--- src/rtl/seq_core_debug_mailbox_pkg.sv ---
// seq_core_debug_mailbox_pkg: shared state encoding, status layout and register offsets for the debug mailbox
package seq_core_debug_mailbox_pkg;
    typedef enum logic [2:0] {
        ST_IDLE    = 3'd0,
        ST_PENDING = 3'd1,
        ST_BUSY    = 3'd2,
        ST_DONE    = 3'd3,
        ST_ERROR   = 3'd4
    } state_t;
    localparam int STAT_STATE_LSB   = 0;
    localparam int STAT_OVERRUN_BIT = 3;
    localparam int STAT_RESULT_LSB  = 8;
    localparam logic [31:0] OFF_REQ    = 32'd0;
    localparam logic [31:0] OFF_STATUS = 32'd4;
    localparam logic [31:0] OFF_PARAMS = 32'd8;
    function automatic logic [31:0] status_word(state_t s, logic ovr, logic [23:0] res);
        logic [31:0] w;
        w = '0;
        w[STAT_STATE_LSB +: 3] = s;
        w[STAT_OVERRUN_BIT] = ovr;
        w[STAT_RESULT_LSB +: 24] = res;
        return w;
    endfunction
endpackage

--- src/rtl/seq_core_debug_mailbox_regs.sv ---
// seq_core_debug_mailbox_regs: host address decode and fixed-latency read mux for the mailbox window
module seq_core_debug_mailbox_regs
    import seq_core_debug_mailbox_pkg::*;
#(
    parameter logic [31:0] CMD_BASE = 32'h000153BC,
    parameter int NUM_PARAMS = 4
) (
    input  logic                    avl_clk,
    input  logic                    avl_reset_n,
    input  logic [31:0]             avl_address,
    input  logic                    avl_read,
    input  logic                    avl_write,
    input  logic [31:0]             status,
    input  logic [31:0]             cmd_code,
    input  logic [32*NUM_PARAMS-1:0] params,
    output logic                    req_wr,
    output logic [NUM_PARAMS-1:0]   param_we,
    output logic [31:0]             avl_readdata,
    output logic                    avl_readdatavalid
);
    logic [31:0] bofs;
    logic [31:0] rd_mux;
    // addresses below the base wrap to huge offsets, so they never match a register
    assign bofs = (avl_address & ~32'h3) - (CMD_BASE & ~32'h3);
    assign req_wr = avl_write && bofs == OFF_REQ;
    always_comb begin
        param_we = '0;
        rd_mux = bofs == OFF_REQ ? cmd_code : bofs == OFF_STATUS ? status : '0;
        for (int i = 0; i < NUM_PARAMS; i++) begin
            param_we[i] = avl_write && bofs == OFF_PARAMS + 32'(4 * i);
            if (bofs == OFF_PARAMS + 32'(4 * i)) rd_mux = params[32*i +: 32];
        end
    end
    always_ff @(posedge avl_clk or negedge avl_reset_n) begin
        if (!avl_reset_n) begin
            avl_readdata <= '0;
            avl_readdatavalid <= 1'b0;
        end else begin
            avl_readdata <= avl_read ? rd_mux : '0;
            avl_readdatavalid <= avl_read;
        end
    end
endmodule

--- src/rtl/seq_core_debug_mailbox.sv ---
// seq_core_debug_mailbox: host-to-sequencer command mailbox with status/overrun tracking.
// Define SEQ_CORE_DEBUG_MAILBOX_TIMEOUT_EN to add a BUSY timeout that ends in ERROR.
module seq_core_debug_mailbox
    import seq_core_debug_mailbox_pkg::*;
#(
    parameter logic [31:0] CMD_BASE = 32'h000153BC,
    parameter int NUM_PARAMS = 4,
    parameter int TIMEOUT_CYCLES = 1024
) (
    input  logic                     avl_clk,
    input  logic                     avl_reset_n,
    input  logic [31:0]              avl_address,
    input  logic                     avl_read,
    input  logic                     avl_write,
    input  logic [31:0]              avl_writedata,
    output logic [31:0]              avl_readdata,
    output logic                     avl_readdatavalid,
    output logic                     avl_waitrequest,
    output logic                     cmd_valid,
    input  logic                     cmd_ready,
    output logic [31:0]              cmd_code,
    output logic [32*NUM_PARAMS-1:0] cmd_params,
    input  logic                     rsp_valid,
    input  logic [23:0]              rsp_result
);
    state_t state, state_n;
    logic req_wr, open, timeout, overrun;
    logic [NUM_PARAMS-1:0] param_we;
    logic [23:0] result;
    logic [32*NUM_PARAMS-1:0] params;
    seq_core_debug_mailbox_regs #(.CMD_BASE(CMD_BASE), .NUM_PARAMS(NUM_PARAMS)) u_regs (
        .avl_clk(avl_clk),
        .avl_reset_n(avl_reset_n),
        .avl_address(avl_address),
        .avl_read(avl_read),
        .avl_write(avl_write),
        .status(status_word(state, overrun, result)),
        .cmd_code(cmd_code),
        .params(params),
        .req_wr(req_wr),
        .param_we(param_we),
        .avl_readdata(avl_readdata),
        .avl_readdatavalid(avl_readdatavalid)
    );
    assign avl_waitrequest = 1'b0;
    assign cmd_params = params;
    assign open = state != ST_PENDING && state != ST_BUSY;
`ifdef SEQ_CORE_DEBUG_MAILBOX_TIMEOUT_EN
    localparam int CW = $clog2(TIMEOUT_CYCLES + 1);
    logic [CW-1:0] busy_cnt;
    always_ff @(posedge avl_clk or negedge avl_reset_n) begin
        if (!avl_reset_n) busy_cnt <= '0;
        else busy_cnt <= state == ST_BUSY ? busy_cnt + 1'b1 : '0;
    end
    assign timeout = state == ST_BUSY && busy_cnt == CW'(TIMEOUT_CYCLES - 1);
`else
    assign timeout = TIMEOUT_CYCLES < 0;
`endif
    always_ff @(posedge avl_clk or negedge avl_reset_n) begin
        if (!avl_reset_n) state <= ST_IDLE;
        else state <= state_n;
    end
    always_comb begin
        state_n = state;
        case (state)
            ST_IDLE:    if (req_wr && |avl_writedata) state_n = ST_PENDING;
            ST_PENDING: if (cmd_ready) state_n = ST_BUSY;
            ST_BUSY:    state_n = rsp_valid ? ST_DONE : timeout ? ST_ERROR : ST_BUSY;
            default:    if (req_wr) state_n = |avl_writedata ? ST_PENDING : ST_IDLE;
        endcase
    end
    always_comb cmd_valid = state == ST_PENDING;
    always_ff @(posedge avl_clk or negedge avl_reset_n) begin
        if (!avl_reset_n) begin
            cmd_code <= '0;
            params <= '0;
            result <= '0;
            overrun <= 1'b0;
        end else begin
            if (req_wr && open && |avl_writedata) cmd_code <= avl_writedata;
            for (int i = 0; i < NUM_PARAMS; i++)
                if (param_we[i] && open) params[32*i +: 32] <= avl_writedata;
            // a response beats a colliding host write; the write then only flags overrun
            if (state == ST_BUSY && rsp_valid) result <= rsp_result;
            else if (timeout) result <= 24'hFFFFFF;
            else if (req_wr && open) result <= '0;
            if ((req_wr || |param_we) && !open) overrun <= 1'b1;
            else if (req_wr && open && avl_writedata == '0) overrun <= 1'b0;
        end
    end
endmodule

--- config.mk ---
export PLATFORM = sky130hd
export DESIGN_NAME = seq_core_debug_mailbox
export DESIGN_NICKNAME = d
export VERILOG_FILES = /design/src/rtl/seq_core_debug_mailbox_pkg.sv /design/src/rtl/seq_core_debug_mailbox_regs.sv /design/src/rtl/seq_core_debug_mailbox.sv
export SDC_FILE = /design/constraint.sdc
export NUM_CORES = 1
export LEC_CHECK = 0
export CAP_MARGIN = 20
export CORE_AREA = 3 3 173 175
export CTS_CLUSTER_SIZE = 28
export DETAILED_ROUTE_END_ITERATION = 10
export DIE_AREA = 0 0 176 178
export SYNTH_ARGS = -nofsm -noshare
export SYNTH_HDL_FRONTEND = slang
export SYNTH_HIERARCHICAL = 1
export SYNTH_SLANG_ARGS = --single-unit
--- constraint.sdc ---
create_clock -name avl_clk -period 2.7 [get_ports avl_clk]
set_clock_uncertainty 0.15 [all_clocks]
set_input_delay 0.27 -clock avl_clk [delete_from_list [all_inputs] [get_ports avl_clk]]
set_output_delay 0.27 -clock avl_clk [all_outputs]
set_load 0.02 [all_outputs]
==> reports/results.txt <==
Synth Area in Adders = 0.490%
R2R cell count = 8
GRT Total Usage = 24.3%
flop-to-flop setup slack = 0.51 ns
# DRC = 0
I/O Buffers = 285
routing usage on met2 = 40.3%
Syn Inst Count = 817
number of synthesized flops with an enable pin = 0
Clock transition at path regs = 0.06 ns
drt via density = 5.48
Site Rows = 62
Max FO, Critical Path = 6
status = complete, but fails checks
unrepaired setup endpoints after global routing = true
max cap viols = 0
starting density of the core = 35.7%
Routed Wire Length = 40.5 mm
grt peak-use layer = met2
grt total ovfl = 0
drt pass-1 iters = 5
Chip Height = 178 um
crit-path most repeated cell = buf_6
gpl congestion = 0.872
clk_lat worst skew = 0.52 ns
Finished Layout Cells = 1,630
post-placement cell count = 1,554
DIE WIDTH = 176 um
fin nets = 1,325
Setup crit start kind = primary input
fin. max-slew vios = 0
crit-path cells = buf_8, buf_6, or4b_4, nor4_4, or3_4, mux2i_4, nand4_1, buf_6, nor4_4, inv_2, nor2_4, buf_6, buf_6, nor2_4, clkbuf_16, a22o_1
Synth Area in Compound Gates = 14.4%
ANT cells = 0
Die ar. = 31,300 um2
crit share post-route = 110%
FF+latch area = 5510 um2
simple-gate area share of the yosys netlist = 7.58%
max incr delay on CP = 0.53 ns
number of H-tree levels = 1
synth top area cells = dfrtp_1, mux2_2, a21oi_1
Worst Setup Path Type = in -> reg
DRT iter0 DRCs = 582
first-pass GRT wire length = 58.3 mm
CTS tree = done
Peak VDD IR = 0.457 mV
Syn Area/Cell = 12.5 um2
clock sinks = 220
Yosys top cell area share = 53.9%
failing checks = negative setup slack
# fillers = 2,387
Tightest Hold Check Type = in -> reg
share of cells above drive strength 1 = 35.7%
Netlist Area Pre-Place = 10,200 um2
required time worst endpoint = 2.96 ns
slowest CP cell = or4b_4
synth unique cells = 59
main combinational cell family by area after synthesis = multiplexers
Max Root-Sink Buffers = 3
Final ANT Viol Nets = 0
Tmin final = 2.96 ns
Crit. End Element = flip-flop
Post-synth ARST share = 100%
Area Growth Syn to Fin = 57.8%
Pwr Total = 7520 uW
DR vias = 8,932
Max Fclk = 338 MHz
met3 track demand over resource = 4.15%
post-DP HPWL = 27.2 mm
most common cell in the synthesized netlist = dfrtp_1
arrival time at the worst endpoint = 3.22 ns
relative slew slack = 53.5%
Hold Vio Cnt, Final = 0
post-synthesis sequential area ratio = 53.9%
Synth Warn # = 6
Post-synth top cells = dfrtp_1, mux2_2, a21oi_1
initial antenna violation count = 0
mean routed wirelength per cell = 24.8 um
PD cells = 466 nW/um2
Tightest Pin Transition = 0.697 ns
post-synthesis register bit count = 220
total core area = 28,600 um2
met1 Use GR = 33.8%
Yosys top cell by area = dfrtp_1
multi-input logic area = 4800 um2
Main synth FF type = dfrtp_1
vias in the first global route = 9,358
largest net degree at the start of global routing = 83
mux cell area share after synthesis = 20.3%
Root Buffer = clkbuf_16
final setup violation count = 177
Ports = 289
worst setup margin = -0.259 ns
DP Worst Slack = -0.971 ns
Synth Area in XOR/XNOR = 0.0857%
hold path depth = 1
static leakage = 0.00725 uW
Num CTS Buffers = 25
[area by class of cell]
class                      count  area share, %
clock buffer                  33           4.44
multi-input combinational    531           29.8
tap                          384           2.98
timing repair buffer         441           27.4
sequential                   220           34.2
clock inverter                13           1.13
inverter                       8          0.186
[critical path: cells and delay by family]
kind / cells / cell delay, ns
AND/OR/NAND/NOR: 7 / 1.68
buffers and inverters: 7 / 0.84
AO/OA/AOI/OAI: 1 / 0.18
multiplexers: 1 / 0.23
[sequential cells by signal (all words and copies together), names as in the netlist]
signal	flops
cmd_code	32
u_regs/avl_readdata	32
overrun	1
state	2
u_regs/avl_readdatavalid	1
result	24
cmd_params	128
[where the power goes]
| group | switching, uW | leakage, uW | internal [uW] |
|---|---|---|---|
| Combinational | 299 | 0.00374 | 243 |
| Clock | 1420 | 0.000437 | 2250 |
| Sequential | 0.162 | 0.00307 | 3300 |
| Total | 1720 | 0.00725 | 5790 |
[cell families after synthesis]
kind of cell / after synthesis
flops: 220
compound gates: 213
mux: 183
simple gates: 124
buf+inv: 71
fa+ha+maj: 4
other cells: 1
xor+xnor: 1
[placed cells by master, fill, tap and decap left out, types with 19 or more instances in the layout]
master	netlist	routed
a21oi_1	58	54
a22o_1	24	24
a22oi_1	30	30
buf_12	0	19
buf_4	2	116
clkbuf_16	0	30
clkdlybuf4s50_1	0	257
dfrtp_1	220	220
mux2_2	167	165
nand2_1	22	22
o21ai_0	24	23
o22ai_1	30	30
[final timing paths]
kind | end | start
min reg2reg | result[6] | result[6]
min in group asynchronous | u_regs/avl_readdatavalid | avl_reset_n
max | result[12] | avl_address[11]
max reg2reg | result[12] | state[1]
max in group asynchronous | u_regs/avl_readdata[31] | avl_reset_n
min | u_regs/avl_readdatavalid | avl_read
[per-layer routing]
layer / vias to the layer above / routed length [um]
met3: 60 / 2580
met4: 0 / 668
li1: 3947 / -
met5: - / 0
met1: 4545 / 17800
met2: 380 / 19400
[what timing repair did]
item                                    in CTS  in global routing
endpoints found under the setup margin     208                194
pin swaps                                   12                 25
hold buffers                                 1                  0
hold endpoints to repair                    76                  0
setup buffers                               10                 12
resized for setup                           60                 58
gates cloned                                 2                  7
[per-stage QoR]
step | hold WS, ns | utilization (%) | instance area, um2 | setup TNS, ns
final | 0.129 | 56.3 | 16100 | -24.51
after CTS | 0.143 | 54.9 | 15700 | -8.85
after global placement | 0.172 | 50.8 | 14500 | -169.86
after global routing | 0.151 | 56.3 | 16100 | -45.26
after floorplan | -0.176 | - | 10400 | -44.15
after detailed placement | 0.165 | 50.8 | 14500 | -178.00
(Power assumes the default switching activity.)
